--- src/rtl/lm70_spi_responder.sv ---
// lm70_spi_responder
// Sensor end of the LM70 SCK/CS/SIO link. Serialises {temp_i, 5'b11111}
// MSB-first on SIO while CS is low, then samples a 16-bit command word
// written by the master. SCK, CS and SIO are oversampled on clk, which must
// run at least 8x the SCK frequency.
//
// Optional feature macro: LM70_RESP_SHUTDOWN_EN
//   defined   : command 16'h00FF enters shutdown, 16'h0000 leaves it; in
//               shutdown the frame word is DEV_ID.
//   undefined : no command decode, shutdown_o stays 0.
//
// Ports
//   clk          system clock
//   rst_n        asynchronous active-low reset
//   cs_n_i       chip select from master (async, active-low)
//   sck_i        SPI clock from master (async, CPOL=0)
//   sio_i        SIO pad input (master write data)
//   sio_o        SIO pad output data
//   sio_oe       SIO pad output enable, 1 = drive
//   temp_i       11-bit two's-complement temperature, LSB = 0.25 C
//   shutdown_o   shutdown mode flag
//   frame_done_o one-clk pulse when a frame of >= 16 bits ends
//
// state | meaning
// IDLE  | waiting for an armed CS fall
// READ  | shifting the 16-bit frame word out on SIO
// WRITE | sampling the 16-bit command from SIO
// HOLD  | 32 bits seen, further SCK edges ignored until CS rises

module lm70_spi_responder #(
    parameter logic [15:0] DEV_ID = 16'h8100
) (
    input  logic        clk,
    input  logic        rst_n,
    input  logic        cs_n_i,
    input  logic        sck_i,
    input  logic        sio_i,
    output logic        sio_o,
    output logic        sio_oe,
    input  logic [10:0] temp_i,
    output logic        shutdown_o,
    output logic        frame_done_o
);

    typedef enum logic [1:0] {IDLE, READ, WRITE, HOLD} state_t;

    state_t      state_q, state_d;
    logic        cs_s1, cs_s2, cs_s3;
    logic        sck_s1, sck_s2, sck_s3;
    logic        sio_s1, sio_s2;
    logic        sync_valid;
    logic        armed_q, armed_d;
    logic [15:0] word_q, word_d;
    logic [15:0] cmd_q, cmd_d;
    logic [5:0]  bit_cnt_q, bit_cnt_d;
    logic        oe_q, oe_d;
    logic        done_q, done_d;
    logic        sd_q, sd_d;
    logic        sck_rise, sck_fall, cs_rise, cs_fall;

    always_ff @(posedge clk or negedge rst_n) begin
        if (!rst_n) begin
            cs_s1      <= 1'b1;
            cs_s2      <= 1'b1;
            cs_s3      <= 1'b1;
            sck_s1     <= 1'b0;
            sck_s2     <= 1'b0;
            sck_s3     <= 1'b0;
            sio_s1     <= 1'b0;
            sio_s2     <= 1'b0;
            sync_valid <= 1'b0;
        end else begin
            cs_s1      <= cs_n_i;
            cs_s2      <= cs_s1;
            cs_s3      <= cs_s2;
            sck_s1     <= sck_i;
            sck_s2     <= sck_s1;
            sck_s3     <= sck_s2;
            sio_s1     <= sio_i;
            sio_s2     <= sio_s1;
            sync_valid <= 1'b1;
        end
    end

    assign sck_rise = sck_s2 & ~sck_s3;
    assign sck_fall = ~sck_s2 & sck_s3;
    assign cs_rise  = cs_s2 & ~cs_s3;
    assign cs_fall  = ~cs_s2 & cs_s3;

    always_ff @(posedge clk or negedge rst_n) begin
        if (!rst_n) begin
            state_q   <= IDLE;
            armed_q   <= 1'b0;
            word_q    <= '0;
            cmd_q     <= '0;
            bit_cnt_q <= '0;
            oe_q      <= 1'b0;
            done_q    <= 1'b0;
            sd_q      <= 1'b0;
        end else begin
            state_q   <= state_d;
            armed_q   <= armed_d;
            word_q    <= word_d;
            cmd_q     <= cmd_d;
            bit_cnt_q <= bit_cnt_d;
            oe_q      <= oe_d;
            done_q    <= done_d;
            sd_q      <= sd_d;
        end
    end

    always_comb begin
        state_d   = state_q;
        word_d    = word_q;
        cmd_d     = cmd_q;
        bit_cnt_d = bit_cnt_q;
        oe_d      = oe_q;
        done_d    = 1'b0;
        sd_d      = sd_q;
        // The synchronisers reset to "CS high", so arming waits until
        // sync_valid shows that cs_s1/cs_s2 hold real pin samples. A CS held
        // low through reset therefore never opens a partial frame.
        armed_d   = armed_q | (sync_valid & cs_s1 & cs_s2);

        if (state_q == IDLE) begin
            if (cs_fall && armed_q) begin
                state_d   = READ;
                word_d    = sd_q ? DEV_ID : {temp_i, 5'b11111};
                bit_cnt_d = '0;
                oe_d      = 1'b1;
            end
        end else if (cs_rise) begin
            // CS wins over any SCK edge detected in the same clk.
            state_d = IDLE;
            oe_d    = 1'b0;
            done_d  = (bit_cnt_q >= 6'd16);
`ifdef LM70_RESP_SHUTDOWN_EN
            if (state_q == HOLD) begin
                if (cmd_q == 16'h00FF)      sd_d = 1'b1;
                else if (cmd_q == 16'h0000) sd_d = 1'b0;
            end
`endif
        end else begin
            unique case (state_q)
                READ: begin
                    if (sck_fall) word_d = {word_q[14:0], 1'b0};
                    if (sck_rise) begin
                        bit_cnt_d = bit_cnt_q + 6'd1;
                        if (bit_cnt_q == 6'd15) begin
                            state_d = WRITE;
                            oe_d    = 1'b0;
                        end
                    end
                end
                WRITE: begin
                    if (sck_rise) begin
                        cmd_d     = {cmd_q[14:0], sio_s2};
                        bit_cnt_d = bit_cnt_q + 6'd1;
                        if (bit_cnt_q == 6'd31) state_d = HOLD;
                    end
                end
                default: ;
            endcase
        end
    end

`ifndef LM70_RESP_SHUTDOWN_EN
    // Command is captured but has no consumer in this build.
    logic cmd_unused;
    assign cmd_unused = ^cmd_q;
`endif

    assign sio_o        = word_q[15];
    assign sio_oe       = oe_q;
    assign shutdown_o   = sd_q;
    assign frame_done_o = done_q;

endmodule

--- config.mk ---
export PLATFORM = sky130hd
export DESIGN_NAME = lm70_spi_responder
export DESIGN_NICKNAME = d
export VERILOG_FILES = /design/src/rtl/lm70_spi_responder.sv
export SDC_FILE = /design/constraint.sdc
export NUM_CORES = 1
export LEC_CHECK = 0
export ABC_CLOCK_PERIOD_IN_PS = 3500
export BUFFER_PORTS_ARGS = -buffer_cell sky130_fd_sc_hd__buf_2
export CAP_MARGIN = 0
export CORE_AREA = 2 2 65 67
export DETAILED_ROUTE_END_ITERATION = 8
export DIE_AREA = 0 0 67 69
export GPL_ROUTABILITY_DRIVEN = 0
export PLACE_DENSITY = 0.66
export SLEW_MARGIN = 10
export SYNTH_ARGS = -nofsm -noshare
export SYNTH_HDL_FRONTEND = slang
export SYNTH_SLANG_ARGS = --single-unit
--- constraint.sdc ---
create_clock -name clk -period 3.5 [get_ports clk]
set_input_delay 0.7 -clock clk [delete_from_list [all_inputs] [get_ports clk]]
set_output_delay 0.7 -clock clk [all_outputs]
set_load 0.05 [all_outputs]
==> results of run 1 <==
[cells by family after synthesis]
kind of cell	synth area share (%)
AOI/OAI and AO/OA	9.961
adders and majority gates	1.502
buffers and inverters	4.347
DFF	53.99
muxes	17.63
other	0.4745
and+or+nand+nor	12.10
[power breakdown]
group / internal, uW / switching [uW] / leakage [uW] / total (uW)
clock network: 158 / 133 / 0.0000482 / 292
registers: 498 / 63.5 / 0.000395 / 562
logic: 151 / 144 / 0.000290 / 295
total: 808 / 341 / 0.000734 / 1150
[metal layers]
| layer | up-vias | wire (um) | global-route usage, % |
|---|---|---|---|
| met3 | 2 | 120 | 4.241 |
| met4 | 0 | 27 | 4.762 |
| met1 | 520 | 1107 | 15.46 |
| li1 | 500 | - | - |
| met2 | 21 | 1364 | 21.67 |
| met5 | - | 0 | 0 |
[layout make-up]
type	instances	area [um^2]	area share, %
Multi-Input combinational cell	85	659.4	37.22
Tap cell	50	62.56	3.531
Inverter	3	11.26	0.6356
Clock buffer	7	86.33	4.873
Sequential cell	34	854.6	48.23
Timing Repair Buffer	18	92.59	5.226
Clock inverter	1	5.005	0.2825
[registers in the layout, summed over array words and instances (netlist names)]
signal        flops
sck_s3            1
sync_valid        1
cs_s3             1
cs_s2             1
state_q           2
bit_cnt_q         6
sio_oe            1
word_q           16
cs_s1             1
sck_s1            1
sck_s2            1
armed_q           1
frame_done_o      1
[worst max path at each step]
stage | start | cells past startpoint | endpoint
3_3_place_gp | cs_s3 | 4 | word_q[1]
3_5_place_dp | cs_s3 | 4 | word_q[13]
6_report | cs_s3 | 4 | word_q[1]
2_1_floorplan | cs_s3 | 5 | word_q[10]
5_1_grt | cs_s3 | 4 | word_q[5]
4_1_cts | cs_s3 | 4 | word_q[13]
[synthesized netlist by cell type (all sizes together)]
| library cell | number | area share [%] |
|---|---|---|
| dfrtp | 31 | 49 |
| nand2b | 4 | 2.1 |
| a21oi | 6 | 1.9 |
| nand2 | 7 | 1.7 |
| a2bb2oi | 1 | 0.55 |
| nor4b | 1 | 0.55 |
| nand3 | 2 | 0.63 |
| nor4 | 2 | 0.79 |
| or4 | 4 | 1.9 |
| dfstp | 3 | 5.0 |
| a211oi | 1 | 0.79 |
| maj3 | 1 | 0.71 |
| ha | 1 | 0.79 |
| nor2 | 6 | 1.4 |
| mux2i | 2 | 1.3 |
| or2 | 1 | 0.40 |
| a31o | 1 | 0.55 |
| o41ai | 1 | 0.55 |
| or2b | 1 | 0.55 |
| mux2 | 23 | 16 |
| inv | 3 | 0.71 |
| o211ai | 2 | 0.95 |
| a32oi | 1 | 0.55 |
| and4 | 1 | 0.55 |
| conb | 2 | 0.47 |
| buf | 6 | 3.2 |
| clkbuf | 2 | 0.47 |
| nor3 | 2 | 0.63 |
| and3b | 1 | 0.55 |
| o31ai | 5 | 2.4 |
| and2 | 1 | 0.40 |
| o21ai | 4 | 1.3 |
| a21boi | 1 | 0.47 |
[cells in the final DEF, fill, tap and decap left out, drive strengths merged, types with 3 or more instances in the layout]
cell,Yosys,layout
nand2,7,7
inv,3,3
a21oi,6,6
nor2,6,6
mux2,23,23
or4,4,4
o21ai,4,4
o31ai,5,5
dfrtp,31,31
dfstp,3,3
clkbuf,2,7
nand2b,4,4
buf,6,18
[per-stage QoR]
step	area (um^2)	cells	power (uW)
2_1_floorplan	1583	130	806.4
3_3_place_gp	1680	190	848.6
3_5_place_dp	1680	190	870.7
4_1_cts	1772	198	1167
5_1_grt	1772	198	1226
6_report	1772	198	1149
==> metrics.txt, run 1 <==
status=complete, no violations; largest net degree at the start of global routing=35; fin. max-slew vios=0; #FFs+latches synth=34; hpwl dp=1837 um; Net Count, Synth=147; vias in the first global route=1064; # DRC=0; FP Rows=23; maximum vdd drop=0.0003572 V; WHS Path Cells=0; Avg Inst Size Synth=12.18 um^2; Final Util=45.27%; vias after detailed routing=1043; total track usage=13.05%; drt total wl=2619 um; die width=67 um; clk buf depth=2; Syn Inst Count=130; gr ovfl total=0; Worst path max stage delay=0.85 ns; Distinct cells, synth=37; # port buffers=17; fin nets=164; R2R depth=4; LEAKAGE=0.0007342 uW; CTS tree=yes; crit path launch type=register; worst hold margin=0.3585 ns; Critical Path RT=3.67 ns; Post-CTS Hold Buffers=0; Tcrit/Tclk final=65.76%; minimum clock period after layout=2.302 ns; Slew headroom=34.04%; Slew @ Worst Pin=0.9877 ns; global-route wire length before repair=4623 um; filler instances=385; drt wl/cell=13.23 um; Layout Area Growth over Synthesis=11.94%; Arr. time, crit path=2.47 ns; die area=4623 um^2; Hold Path Class=register to register; post-CTS sizing=0; Skew-Pair Late Insertion Delay=0.28 ns; Routed Antenna Nets=0; H-tree depth=2; worst setup margin=1.198 ns; Die Height=69 um; mapped cell area=1583 um^2; Setup CP Type=register to register; Min-Delay Startpoint=sck_s1; clock sinks=34; Pwr per Cell Area=648.6 nW/um^2; initial antenna violation count=0; number of buffers added for setup after CTS=0; TritonCTS Buffers=5; R2R Path Start=cs_s3; unrepaired setup endpoints after global routing=no; Fin. Hold Viols=0; Initial DRC Count=47; flop-to-flop setup slack=1.20 ns; FMAX=434.5 MHz; CTS clock-pin slew for the worst setup and hold paths=0.07 ns; Starting Density=40.44%; num ports=20; Via-to-Cell Ratio=5.268; Setup WS pre-CTS=1.181 ns; Ant. Diodes=0; Seq/Total Area, Yosys=53.99%; Crit Reg-Reg Endpoint=word_q[1]; Worst Skew=0.006609 ns; Synth warnings=0; Core Area=3914 um^2; share of cells above drive strength 1=37.84%; crit-path leading delay family=compound AO/OA/AOI/OAI gates; Root Driver=clkbuf_8; drt first pass iters=4; crit-path cells=nand2b_1 > a21oi_1 > a211oi_2 > mux2_2; Max-Cap Viols=0; slowest cell on the critical path=a211oi_2; setup violators final=0; post-route setup TNS=0 ns; crit path buf inv count=0; CP endpoint kind=register; Max FO, Critical Path=12; WHS Endpoint=sck_s2
(Power assumes the default switching activity.)
==> run 2: changes to the inputs <==
--- a/config.mk
+++ b/config.mk
@@ -5,14 +5,14 @@
 export SDC_FILE = /design/constraint.sdc
 export NUM_CORES = 1
 export LEC_CHECK = 0
-export ABC_CLOCK_PERIOD_IN_PS = 3500
+export ABC_CLOCK_PERIOD_IN_PS = 1900
 export BUFFER_PORTS_ARGS = -buffer_cell sky130_fd_sc_hd__buf_2
 export CAP_MARGIN = 0
 export CORE_AREA = 2 2 65 67
 export DETAILED_ROUTE_END_ITERATION = 8
 export DIE_AREA = 0 0 67 69
 export GPL_ROUTABILITY_DRIVEN = 0
-export PLACE_DENSITY = 0.66
+export PLACE_DENSITY = 0.68
 export SLEW_MARGIN = 10
 export SYNTH_ARGS = -nofsm -noshare
 export SYNTH_HDL_FRONTEND = slang
==> constraint.sdc (replaced) <==
create_clock -name clk -period 1.9 [get_ports clk]
set_input_delay 0.38 -clock clk [delete_from_list [all_inputs] [get_ports clk]]
set_output_delay 0.38 -clock clk [all_outputs]
set_load 0.05 [all_outputs]
==> run 2 against run 1 <==
  * Global-route usage rose by 1.4 points
  * Fmax rose by 30%
  * Cell area rose by 2.9%
  * Total power rose by 85%
  * Largest power group unchanged
  * Core utilization rose by 1.3 points
  * Register-to-register slack got worse by 1.1 ns
  * First-iteration DRC count fell by 11%
==> metrics.txt, run 2 (same netlist as run 1, synthesis figures left out) <==
status=complete, no violations; Slew @ Worst Pin=0.7405 ns; most common cell after layout, fill and taps aside=dfrtp_1; Worst path max stage delay=0.47 ns; minimum clock period after layout=1.765 ns; clock power share=23.4%; FP Rows=23; Routed Antenna Nets=0; Hold Path Class=input pin to asynchronous set/reset pin; maximum vdd drop=0.0006871 V; Fin. Hold Viols=0; # port buffers=17; Setup WS pre-CTS=0.07078 ns; drt first pass iters=4; initial antenna violation count=0; crit path launch type=register; Slew headroom=50.64%; num ports=20; TritonCTS Buffers=5; Starting Density=40.44%; Top reg by flops=word_q; Final Instance Area=1823 um^2; Pwr per Cell Area=1169 nW/um^2; Final Power=2131 uW; switch share=30.11%; unrepaired setup endpoints after global routing=no; met3 Use GR=6.362%; clk buf depth=2; share of cells above drive strength 1=41.29%; Placed Instances=197; Cell Int Power=1489 uW; total track usage=14.49%; largest registers=word_q: 16 flops, bit_cnt_q: 6 flops, state_q: 2 flops; drt total wl=2834 um; hpwl dp=2058 um; FMAX=566.7 MHz; vias in the first global route=1189; clock sinks=34; Worst Skew=0.01152 ns; Sw Pwr=641.7 uW; largest net degree at the start of global routing=35; # DRC=0; Max FO, Critical Path=11; max reg flops=16; Tcrit/Tclk final=92.87%; Via-to-Cell Ratio=5.263; area of placed instances=1733 um^2; Setup CP Type=register to register; CTS clock-pin slew for the worst setup and hold paths=0.07 ns; commonest non-fill, non-tap cells in the layout=dfrtp_1 (31), mux2_2 (22), buf_2 (17); worst setup margin=0.1354 ns; Arr. time, crit path=1.93 ns; Ant. Diodes=0; Max-Cap Viols=0; Sequential Power Share=48.6%; Initial DRC Count=42; die area=4623 um^2; drt wl/cell=13.82 um; met2 Use GR=23.65%; Gate power share=27.9%; H-tree depth=2; Root Driver=clkbuf_8; gr ovfl total=0; Die Height=69 um; post-route insts no fill=205; setup violators final=0; number of buffers added for setup after CTS=0; Core Area=3914 um^2; most used cell, CP=buf_4; Skew-Pair Late Insertion Delay=0.28 ns; Critical Path RT=2.07 ns; CTS tree=yes; LEAKAGE=0.0007619 uW; Layout Area Growth over Synthesis=15.18%; fin. max-slew vios=0; CP endpoint kind=register; crit-path cells=buf_4 > nor2_1 > buf_4 > mux2_2 > mux2_1; Post-CTS Hold Buffers=0; met1 Resource Use GR=16.52%; GR peak layer=met2; slowest cell on the critical path=dfrtp_1; die width=67 um; post-CTS sizing=0; fin nets=171; global-route wire length before repair=5154 um; vias after detailed routing=1079; post-route setup TNS=0 ns
-- run 2: cell types whose count changed in the layout (fill, tap and decap cells not counted) --
cell / before / now
a21oi_1: 6 / 5
a21oi_2: 0 / 1
and3b_1: 1 / 0
and3b_2: 0 / 1
buf_4: 1 / 8
clkbuf_1: 1 / 3
clkbuf_8: 6 / 5
clkinv_2: 1 / 0
nor3_1: 2 / 1
nor3_2: 0 / 1
-- run 2: cell type report --
cell class	count	area (um^2)
Inverter	3	11.26
Fill cell	390	2091
Tap cell	50	62.56
Multi-Input combinational cell	85	669.4
Timing Repair Buffer	25	145.1
Clock buffer	8	80.08
Sequential cell	34	854.6
-- run 2: critical path: cells and delay by family (launching register included) --
kind / cells / cell delay [ns]
flip-flops: 1 / 0.47
AND/OR/NAND/NOR: 1 / 0.13
multiplexers: 2 / 0.63
buffers and inverters: 2 / 0.41
-- run 2: metal layers --
metal	vias to the layer above	share of wire (%)	wire length, um
li1	517	-	-
met1	533	41	1176
met2	24	52	1467
met3	5	4.9	140
met4	0	1.8	51
met5	-	0	0
-- run 2: worst paths after layout --
| kind | slack (ns) | to | startpoint | cells past startpoint |
|---|---|---|---|---|
| setup / recovery | 0.14 | word_q[9] | state_q[0] | 5 |
| hold / removal | 0.16 | word_q[8] | rst_n | 1 |
| setup reg to reg | 0.14 | word_q[9] | state_q[0] | 5 |
| hold reg to reg | 0.35 | sck_s2 | sck_s1 | 0 |
| max in group asynchronous | 1.26 | armed_q | rst_n | 1 |
| min in group clk | 0.20 | cs_s1 | cs_n_i | 1 |
-- run 2: power groups by stage --
stage	registers, uW	clock network [uW]	logic, uW
after CTS	1040	520	602
after detailed placement	1050	0	599
final	1040	499	595
after global placement	1030	0	566
after floorplan	1060	0	425
after global routing	1060	556	676
-- run 2: per-stage QoR --
step | hold slack [ns] | utilization (%)
3_5_place_dp | 0.3412 | 44.28
4_1_cts | 0.1714 | 46.32
3_3_place_gp | 0.3361 | 44.28
2_1_floorplan | 0.08441 | -
5_1_grt | 0.1813 | 46.58
6_report | 0.1590 | 46.58
==> run 3: changes to the inputs <==
--- a/config.mk
+++ b/config.mk
@@ -5,12 +5,13 @@
 export SDC_FILE = /design/constraint.sdc
 export NUM_CORES = 1
 export LEC_CHECK = 0
+export ABC_AREA = 1
 export ABC_CLOCK_PERIOD_IN_PS = 1900
 export BUFFER_PORTS_ARGS = -buffer_cell sky130_fd_sc_hd__buf_2
 export CAP_MARGIN = 0
-export CORE_AREA = 2 2 65 67
+export CORE_AREA = 2 2 49 96
 export DETAILED_ROUTE_END_ITERATION = 8
-export DIE_AREA = 0 0 67 69
+export DIE_AREA = 0 0 51 98
 export GPL_ROUTABILITY_DRIVEN = 0
 export PLACE_DENSITY = 0.68
 export SLEW_MARGIN = 10
==> run 3 against run 2 <==
  * Sequential cell count unchanged
  * Total power rose by 32%
  * Non-clock buffer count decreased by 6
  * Clock skew shrank 0.0015 ns
  * Cell area is 5.6% higher
  * Wire length grew 6.7%
  * Combinational power increased by 100%
  * Critical path type unchanged
  * Critical endpoint is now word_q[4]
  * Largest power group is now combinational logic
==> metrics.txt, run 3 <==
status=complete, no violations; Synth warnings=0; initial antenna violation count=0; Hold Path Class=input pin to asynchronous set/reset pin; Arr. time, crit path=1.81 ns; crit path launch type=register; vias in the first global route=1339; Slew headroom=51.05%; Initial DRC Count=12; clock sinks=34; Synth area leaders=dfrtp_1 (45%), nand2_1 (10%), o21ai_0 (6.7%); Worst path max stage delay=0.54 ns; flop-to-flop setup slack=0.31 ns; post-synthesis compound-gate area fraction=15.91%; mapped cell area=1730 um^2; Tcrit/Tclk final=83.78%; global-route wire length before repair=5451 um; minimum clock period after layout=1.592 ns; Final Power=2809 uW; xor/xnor cell area share of the yosys netlist=1.012%; Crit Reg-Reg Endpoint=word_q[4]; fin nets=239; FMAX=628.2 MHz; FP Rows=34; filler instances=453; post-synthesis async set-or-reset flop share=100.0%; Max-Cap Viols=0; slowest cell on the critical path=dfstp_2; Die Height=98 um; Setup WS pre-CTS=0.3085 ns; Net Count, Synth=219; Critical Path RT=2.12 ns; largest net degree at the start of global routing=35; Pwr per Cell Area=1459 nW/um^2; crit-path cells=inv_1 > nand2_1 > nand2_4 > nand2_4 > o21ai_4 > inv_6 > o21ai_0 > o21ai_2; Post-synth EDFFs=0; Post-CTS Hold Buffers=0; die area=4998 um^2; Starting Density=40.27%; fin. max-slew vios=0; area of placed instances=1836 um^2; mux share of post-synthesis cell area=0%; vias after detailed routing=1296; worst setup margin=0.3083 ns; Synth top area share=44.83%; count leader, synth=nand2_1; share of cells above drive strength 1=26.46%; # port buffers=17; # DRC=0; total track usage=14.18%; Seq/Total Area, Yosys=49.39%; drt total wl=3024 um; TritonCTS Buffers=5; Via-to-Cell Ratio=4.679; Skew-Pair Late Insertion Delay=0.29 ns; Routed Antenna Nets=0; setup violators final=0; unrepaired setup endpoints after global routing=no; Worst Skew=0.01000 ns; Fin. Hold Viols=0; commonest non-fill, non-tap cells in the layout=nand2_1 (47), dfrtp_1 (31), inv_1 (23), o21ai_0 (23), buf_2 (17); max reg flops=16; Setup CP Type=register to register; post-route setup TNS=0 ns; die width=51 um; simple-gate area share of the yosys netlist=22.78%; drt first pass iters=3; post-synth top area cell=dfrtp_1; R2R Path Start=cs_s3; #FFs+latches synth=34; most common cell after layout, fill and taps aside=nand2_1; Top reg by flops=word_q; Synth top cells by count=nand2_1 (47), dfrtp_1 (31), inv_1 (23), o21ai_0 (23), nor2_1 (15); LEAKAGE=0.0009408 uW; Final Instance Area=1926 um^2; R2R depth=8; Final Util=44.82%; Post-Synth Adder-Cell Area=0.7231%; post-CTS sizing=0; Avg Inst Size Synth=8.566 um^2; Ant. Diodes=0; hpwl dp=2172 um; drt wl/cell=10.92 um; largest family of logic cells by synthesized area=simple AND/OR/NAND/NOR gates; gr ovfl total=0; maximum vdd drop=0.0007057 V; CTS clock-pin slew for the worst setup and hold paths=0.07 ns; Core Area=4297 um^2; largest registers=word_q: 16 flops, bit_cnt_q: 6 flops, state_q: 2 flops; Layout Area Growth over Synthesis=11.28%; most used cell, CP=nand2_4; CP endpoint kind=register; Main synth FF type=dfrtp_1; Max FO, Critical Path=23; number of buffers added for setup after CTS=0; CTS tree=yes; Slew @ Worst Pin=0.7343 ns; Syn Inst Count=202; clk buf depth=2; num ports=20; H-tree depth=2; Distinct cells, synth=28; Root Driver=clkbuf_8
[run 3: changes by cell type in the layout (fill, tap and decap cells not counted), sizes merged, moves of 6 or more]
cell,change
mux2,-23
nor2,+10
nand2,+53
o21ai,+31
inv,+24
buf,-6
[run 3: layout make-up]
cell class | count | area [um^2] | area share [%]
Clock buffer | 8 | 90.09 | 4.678
Timing Repair Buffer | 19 | 100.1 | 5.198
Inverter | 27 | 106.4 | 5.523
Sequential cell | 34 | 854.6 | 44.38
Tap cell | 54 | 67.56 | 3.509
Multi-Input combinational cell | 135 | 706.9 | 36.71
[run 3: power by group]
group / switching (uW) / total [uW] / internal, uW
clock network: 261 / 557 / 296
registers: 121 / 1070 / 945
logic: 780 / 1190 / 405
total: 1160 / 2810 / 1650
[run 3: routing by layer]
metal / GRT usage, % / share of wire, %
met5: 0 / 0
met4: 7.692 / 2.6
met3: 3.364 / 3.6
met2: 25.07 / 53
met1: 14.76 / 40
[run 3: how the worst max path moves through the flow]
stage | start | end | slack (ns) | depth (start not counted)
2_1_floorplan | cs_s2 | word_q[10] | 0.54 | 8
3_3_place_gp | cs_s3 | word_q[4] | 0.34 | 8
3_5_place_dp | cs_s3 | word_q[4] | 0.31 | 8
4_1_cts | cs_s3 | word_q[4] | 0.29 | 8
5_1_grt | bit_cnt_q[0] | state_q[0] | 0.18 | 8
6_report | cs_s3 | word_q[4] | 0.31 | 8
[run 3: worst max-delay path, delay by kind of cell, from the launching register on]
kind | cells | cell delay, ns
AND/OR/NAND/NOR | 3 | 0.38
flip-flops | 1 | 0.54
AO/OA/AOI/OAI | 3 | 0.33
buffers and inverters | 2 | 0.26
[run 3: cell families (layout without fill, tap and decap cells)]
group	after synthesis	in the layout
simple gates	87	87
fa+ha+maj	1	1
other cells	2	2
compound gates	43	43
buf+inv	33	54
flops	34	34
xor+xnor	2	2
[run 3: metrics by stage]
step | cells | hold WS, ns
2_1_floorplan | 202 | 0.08441
3_3_place_gp | 269 | 0.3338
3_5_place_dp | 269 | 0.3404
4_1_cts | 277 | 0.1876
5_1_grt | 277 | 0.1959
6_report | 277 | 0.1470
